File: config.mk
export PLATFORM = sky130hd
export DESIGN_NAME = fir_out_decimator
export DESIGN_NICKNAME = d
export VERILOG_FILES = /design/src/rtl/fir_out_decimator.sv
export SDC_FILE = /design/constraint.sdc
export NUM_CORES = 1
export LEC_CHECK = 0
export ABC_AREA = 0
export CAP_MARGIN = 20
export CORE_MARGIN = 8
export CORE_UTILIZATION = 52
export DETAILED_ROUTE_END_ITERATION = 6
export PLACE_DENSITY = 0.76
export SYNTH_ARGS = -nofsm -noshare
export SYNTH_HDL_FRONTEND = slang
export SYNTH_SLANG_ARGS = --single-unit
export TNS_END_PERCENT = 50
File: constraint.sdc
create_clock -name clock -period 3 [get_ports clock]
set_input_delay 0.6 -clock clock [delete_from_list [all_inputs] [get_ports clock]]
set_output_delay 0.6 -clock clock [all_outputs]
set_load 0.005 [all_outputs]
File: src/rtl/fir_out_decimator.sv
// fir_out_decimator
//   Consumes the unsigned FIR output stream. It keeps every DECIM-th valid
//   sample, rounds it half-up, right-shifts it by SHIFT and saturates it to
//   OUT_W bits. Results are queued in a DEPTH-entry FIFO toward the sink.
//
//   Optional build macro: FIR_DECIM_AVG_EN
//     When defined, a boxcar average of each group of DECIM valid samples is
//     fed to the scale stage instead of the last sample of the group.
//
// Ports
//   clock       system clock, rising edge
//   reset       asynchronous, active-low reset
//   fir_in      IN_W-bit unsigned filtered sample
//   in_valid    fir_in valid this cycle (no upstream backpressure)
//   out_data    head-of-FIFO sample (registered)
//   out_valid   FIFO not empty
//   out_ready   sink accepts out_data when out_valid && out_ready
//   fifo_count  current FIFO occupancy
//   overflow    sticky: a decimated sample was dropped on a full FIFO
//   clr_ovf     synchronous clear of overflow (a same-cycle drop wins)
//
// Handshake: a word moves to the sink on every rising edge where
// out_valid && out_ready are both high; out_data is stable while
// out_valid && !out_ready.
module fir_out_decimator #(
  parameter int IN_W  = 17,
  parameter int OUT_W = 8,
  parameter int DECIM = 4,
  parameter int SHIFT = 9,
  parameter int DEPTH = 8
) (
  input  logic                     clock,
  input  logic                     reset,
  input  logic [IN_W-1:0]          fir_in,
  input  logic                     in_valid,
  output logic [OUT_W-1:0]         out_data,
  output logic                     out_valid,
  input  logic                     out_ready,
  output logic [$clog2(DEPTH):0]   fifo_count,
  output logic                     overflow,
  input  logic                     clr_ovf
);

  localparam int LOG2D = $clog2(DECIM);
  localparam int PH_W  = (LOG2D > 0) ? LOG2D : 1;
  localparam int AW    = $clog2(DEPTH);
  localparam int PW    = AW + 1;
  localparam int SUM_W = IN_W + 1;

  localparam logic [SUM_W-1:0] HALF    = SUM_W'(1) << (SHIFT - 1);
  localparam logic [SUM_W-1:0] SAT_MAX = SUM_W'((1 << OUT_W) - 1);

  // ---------------------------------------------------------------------
  // Phase counter: advances on valid samples only, wraps DECIM-1 -> 0.
  // ---------------------------------------------------------------------
  logic [PH_W-1:0] phase;
  logic            last_phase;
  logic            sel;

  assign last_phase = (phase == PH_W'(DECIM - 1));
  assign sel        = in_valid && last_phase;

  always_ff @(posedge clock or negedge reset) begin
    if (!reset) begin
      phase <= '0;
    end else if (in_valid) begin
      phase <= last_phase ? '0 : phase + 1'b1;
    end
  end

  // ---------------------------------------------------------------------
  // Value presented to the scale stage.
  // ---------------------------------------------------------------------
  logic [IN_W-1:0] feed;

`ifdef FIR_DECIM_AVG_EN
  localparam int ACC_W = IN_W + LOG2D;

  logic [ACC_W-1:0] acc;
  logic [ACC_W-1:0] acc_sum;

  // The sum includes the current sample so the group's average is ready
  // in the same cycle its last sample arrives.
  assign acc_sum = acc + ACC_W'(fir_in);
  assign feed    = IN_W'(acc_sum >> LOG2D);

  always_ff @(posedge clock or negedge reset) begin
    if (!reset) begin
      acc <= '0;
    end else if (in_valid) begin
      acc <= last_phase ? '0 : acc_sum;
    end
  end
`else
  assign feed = fir_in;
`endif

  // ---------------------------------------------------------------------
  // Round half-up, shift, saturate. One extra bit keeps the add from
  // wrapping at full-scale input.
  // ---------------------------------------------------------------------
  logic [SUM_W-1:0] rounded;
  logic [SUM_W-1:0] shifted;
  logic [OUT_W-1:0] scaled;

  assign rounded = {1'b0, feed} + HALF;
  assign shifted = rounded >> SHIFT;
  assign scaled  = (shifted > SAT_MAX) ? {OUT_W{1'b1}} : shifted[OUT_W-1:0];

  logic             pipe_valid;
  logic [OUT_W-1:0] pipe_data;

  always_ff @(posedge clock or negedge reset) begin
    if (!reset) begin
      pipe_valid <= 1'b0;
      pipe_data  <= '0;
    end else begin
      pipe_valid <= sel;
      if (sel) begin
        pipe_data <= scaled;
      end
    end
  end

  // ---------------------------------------------------------------------
  // FIFO with one extra pointer bit to tell full from empty.
  // ---------------------------------------------------------------------
  logic [PW-1:0]    wr_ptr;
  logic [PW-1:0]    rd_ptr;
  logic [OUT_W-1:0] mem [DEPTH];
  logic             empty;
  logic             full;
  logic             pop;
  logic             push;
  logic             drop;
  logic [AW-1:0]    next_rd_idx;
  logic [OUT_W-1:0] head_next;

  assign empty = (wr_ptr == rd_ptr);
  assign full  = (wr_ptr[AW] != rd_ptr[AW]) && (wr_ptr[AW-1:0] == rd_ptr[AW-1:0]);
  assign pop   = !empty && out_ready;
  // A full FIFO still accepts a push when the head leaves in the same cycle.
  assign push  = pipe_valid && (!full || pop);
  assign drop  = pipe_valid && full && !pop;

  // out_data is a register holding the entry that will be at the head after
  // this edge. If that slot is being written right now (FIFO empty after the
  // pop), the incoming word is forwarded into the register; out_valid still
  // waits for the write, so there is no bypass of the FIFO latency.
  assign next_rd_idx = rd_ptr[AW-1:0] + AW'(pop);
  assign head_next   = (push && (wr_ptr[AW-1:0] == next_rd_idx)) ? pipe_data
                                                                 : mem[next_rd_idx];

  always_ff @(posedge clock) begin
    if (push) begin
      mem[wr_ptr[AW-1:0]] <= pipe_data;
    end
  end

  always_ff @(posedge clock or negedge reset) begin
    if (!reset) begin
      wr_ptr   <= '0;
      rd_ptr   <= '0;
      out_data <= '0;
      overflow <= 1'b0;
    end else begin
      if (push) begin
        wr_ptr <= wr_ptr + 1'b1;
      end
      if (pop) begin
        rd_ptr <= rd_ptr + 1'b1;
      end
      out_data <= head_next;
      if (drop) begin
        overflow <= 1'b1;
      end else if (clr_ovf) begin
        overflow <= 1'b0;
      end
    end
  end

  assign out_valid  = !empty;
  assign fifo_count = wr_ptr - rd_ptr;

endmodule

### Word-level counts from Yosys, hierarchy flattened

Memories as Yosys holds them, arrays and structs flattened. A register that Yosys moved wholly into a read port is not among the register bits.
Cells that the tools add are included.

* word-level logic and storage cells: 36
* output and inout port bits: 14
* register bits: 20
* memory bits (writable): 64
* memories kept: 1
* input port bits: 22

Memories
* mem: words 8, width 8, rd ports 1, clocked after Yosys merged registers in 1, wr ports 1, RTL line 130 `logic [OUT_W-1:0] mem [DEPTH];`

* mux-type cells: 6
* reduce and logical (&&, ||, !) cells: 12
* $lt $le $gt $ge: 1
* equal/unequal tests: 4
* add/sub/neg operators: 6

Operators with widths (number)
* $add 17x9->18 const B: 1
* $gt 9x8->1 const B: 1
* $add 4x1->4 const B: 2
* $mux 8: 1
* $logic_and 1x1->1: 6
* $eq 4x4->1: 1
* $logic_not 1->1: 4
* $mux 1: 4
* $sub 4x4->4: 1
* $add 3x1->3: 1
* $eq 3x3->1: 1
* $add 2x1->2 const B: 1
* $eq 2x2->1 const B: 1
* $mux 2: 1
* $reduce_bool 2->1: 1
* $logic_or 1x1->1: 1
* $ne 1x1->1: 1

### Depth between registers and ports, before layout

* depth in word-level cells: 7
* mapped depth: 12
* depth with buffers taken out: 9

### Least setup slack after synthesis

OpenSTA, ideal clock, no wires.

* path kind: flip-flop to flip-flop
* from: reg rd_ptr[2]
* to: reg out_data[0] (read register of mem)
* cell stages (with the launch flop): 11
* data required time: 2.875 ns
* slack: 0.053 ns
* clock period less this slack: 2.947 ns
* data arrival time: 2.822 ns
* setup time: 0.125 ns
* buffers on the path: 1
* path through: dfrtp_1 buf_6 inv_1 ha_1 a41oi_1 ha_1 ha_1 xnor2_4 xnor2_1 nor4_4 mux2_2

* cells in the longest elaborated chain, start to end: 4

RTL lines
* start, declared: RTL line 129 `logic [PW-1:0] rd_ptr;`
* start signal, assigned: RTL line 171 `rd_ptr <= rd_ptr + 1'b1;`
* $eq 4x4->1: RTL line 139 `assign empty = (wr_ptr == rd_ptr);`
* $logic_not 1->1: RTL line 141 `assign pop = !empty && out_ready;`
* $logic_and 1x1->1: RTL line 141
* $add 3x1->3 (*): RTL line 150 `assign next_rd_idx = rd_ptr[AW-1:0] + AW'(pop);`
* end, declared: RTL line 36 `output logic [OUT_W-1:0] out_data,`

Mark *: on every way between the ends. The rest lies on a longest branch, timed or not.
A chain may end at the register's enable or synchronous reset.

### Worst setup path in the final report

* from: reg wr_ptr[0]
* to: reg out_data[1] (read register of mem)

* cells in the longest elaborated chain, start to end: 4

RTL lines
* start, declared: RTL line 128 `logic [PW-1:0] wr_ptr;`
* start signal, assigned: RTL line 168 `wr_ptr <= wr_ptr + 1'b1;`
* $eq 4x4->1: RTL line 139
* $logic_not 1->1: RTL line 141
* $logic_and 1x1->1: RTL line 141
* $add 3x1->3: RTL line 150

Every way passes these cells.

==> results_dict.tcl <==
set metrics [dict create \
    place_inst 436 \
    cp_slowest_cell "dfrtp_1" \
    ys_ff_latch 92 \
    grt_usage 0.1442 \
    path_common_cell "ha_1" \
    period_needed_ps 2858 \
    fin_worst_skew_ps 9.358 \
    setup_violations 0 \
    hpwl_um 5134 \
    status "completed" \
    setup_tns_ps 0 \
    antenna_found_initial 0 \
    clkTransAtPathRegs_ps 80 \
    die_area_um2 10950 \
    yosysSeqAreaShare 0.6416 \
    cap_violations 0 \
    whs_ps 522.5 \
    htreeDepth 3 \
    floorplan.rows 32 \
    diodes 0 \
    cp_cell_sequence "inv_1, ha_1, a41oi_1, ha_1, ha_2, buf_4, nor2b_1, a2111oi_1, nor4_1, mux2_2" \
    wl_per_cell_um 16.97 \
    tritoncts "yes" \
    initial_core_util 0.5317 \
    power.density_nw_per_um2 1061 \
    syn_inst 295 \
    clock.fmax_ghz 0.3499 \
    drt-initial-drc-count 101 \
    cp-start-kind "flop" \
    core_area_um2 7687 \
    crit_type "flop to flop" \
    slew_headroom 0.7299 \
    hold_class "flop to flop" \
    p_leak_nw 1.806 \
    hold_viol 0 \
    synth_cell_types 35 \
    die_x_um 104.7 \
    grtUsageMet2 0.2454 \
    slowest_delay_ps 450 \
    syn_avg_cell_area_um2 13.86 \
    finalCritPeriodShare 0.9528 \
    areaGrowthSynthToFinish_pct 18.06 \
    synth_top_area_cell "edfxtp_1" \
    worstMarginPinSlew_ps 395.0 \
    yosys_warnings 0 \
    hold_buffers 0 \
    rsz0062_at_grt "yes" \
    postLayoutCellArea_um2 4826 \
    grt_overflow 0 \
    grt_pass1_wl_um 12480 \
    finalNonFillerCells 452 \
    cts_buffers 9 \
    post-route-worst-setup-slack_ps 141.7 \
    drive_gt1_frac 0.2086 \
    power_mw 5.120 \
    synth_nets 327 \
    post-place-ws_ps -120.0 \
    clock_sinks 92 \
    finalCoreUtilization 0.6278 \
    grtUsageMet1 0.1745 \
    crit_path_end_kind "flop" \
    cts_root_buf "clkbuf_8" \
    insertion_delay_ps 350 \
    gp_congestion 0.7796 \
    slew_violations 0 \
    pin_count 36 \
    die_h_um 104.7 \
    grt.busiest_layer "met2" \
    grt_max_degree 33 \
    placed_area_um2 4621 \
    critPathArrivalTime_ps 3100 \
    grt_pass1_vias 2502 \
    drtAntennaViolNets 0 \
    clockBufferDepth 2 \
    mappedNetlistArea_um2 4088 \
    synth_top_area_frac 0.4702 \
    drtPass1Iterations 4 \
    yosys-top-cells-area "edfxtp_1 47%, dfrtp_1 17%, mux2i_1 4.4%" \
    fin_nets 377 \
    remaining_drc_errors 0 \
    portBuffers 27 \
    vias_per_cell 5.496 \
    num_vias 2484 \
    wirelength_um 7669 \
    critical_path_required_ps 3240 \
    ir_drop_uv 507.6 \
    path_max_fanout 14 \
    use_met3 0.02518 \
]
==> flip-flops by register name (all words and copies together), names as in the netlist <==
| signal | cells |
|---|---|
| rd_ptr | 4 |
| pipe_data | 8 |
| pipe_valid | 1 |
| overflow | 1 |
| out_data | 8 |
| wr_ptr | 4 |
| mem | 64 |
| phase | 2 |
==> cell families (layout without fill, tap and decap cells) <==
group | Yosys count | count (layout) | synth area share
AO/OA/AOI/OAI | 33 | 33 | 0.05999
XOR/XNOR | 17 | 17 | 0.04286
adder cells (fa/ha/maj) | 10 | 10 | 0.03245
buffers and inverters | 24 | 79 | 0.02816
flip-flops | 92 | 92 | 0.6416
multiplexers | 28 | 28 | 0.07163
AND/OR/NAND/NOR | 91 | 91 | 0.1234
==> Yosys cell counts <==
cell,number
ha_1,9
xnor2_2,1
o31ai_1,1
xnor2_4,1
nor4_4,1
mux2_2,10
fa_1,1
xnor2_1,9
o21ai_0,5
a41oi_1,1
nand2_1,20
mux2i_1,18
nor4_1,9
nor3_1,5
nor2b_1,16
dfrtp_1,28
edfxtp_1,64
clkbuf_1,6
nand4_1,1
inv_1,12
clkbuf_8,1
a21o_1,1
nor2_1,15
o31a_1,1
nand3_1,5
or3_1,1
o31ai_2,1
buf_4,1
and3_2,16
buf_2,3
xor2_1,6
buf_6,1
nand2b_1,2
a2111oi_0,16
a21oi_1,7
==> layer usage <==
metal,part of all wire,up-vias
met4,0.016,0
met1,0.45,1227
met3,0.029,11
met5,0,-
met2,0.50,43
li1,-,1203
==> critical path: cells and delay by family, from the launching register on <==
kind | cells | cell delay [ps]
buffers and inverters | 2 | 350
DFF | 1 | 450
muxes | 1 | 270
AOI/OAI and AO/OA | 2 | 550
and+or+nand+nor | 2 | 170
adders and majority gates | 3 | 960
==> cell type report <==
class	instances	area [µm²]
Inverter	12	45.04
Multi-Input combinational cell	179	1370
Clock buffer	10	137.6
Timing Repair Buffer	51	475.5
Sequential cell	92	2623
Tap cell	102	127.6
Fill cell	592	2861
Clock inverter	6	47.55
==> power by group <==
group	switching, mW	total, mW	internal (mW)
sequential	0.231	1.96	1.73
combinational	1.18	2.40	1.23
clock	0.431	0.760	0.329
==> cell usage in the layout (no fill, tap or decap), drive strengths merged, types with 6 or more instances in the layout <==
cell type and count:
nor4 10, xor2 6, edfxtp 64, a2111oi 16, clkdlybuf4s50 27, inv 13
nor2b 16, dfrtp 28, nor2 15, xnor2 11, mux2i 18, nand2 20
and3 16, mux2 10, buf 24, ha 9, a21oi 7, clkbuf 10
==> timing repair <==
action	CTS	global route
gates resized for setup	0	9
buffers inserted	0	0
endpoints found under the hold margin	0	0
setup endpoints to repair	0	7
==> final timing paths <==
path                       cells past startpoint           to  slack [ps]       from
min                                            1    rd_ptr[3]         520  rd_ptr[3]
max                                           10  out_data[1]         140  wr_ptr[0]
max in group asynchronous                      2  out_data[1]        2080      reset
min reg2reg                                    1    rd_ptr[3]         520  rd_ptr[3]
min in group asynchronous                      2     overflow         640      reset
max reg2reg                                   10  out_data[1]         140  wr_ptr[0]
(Power assumes the default switching activity.)
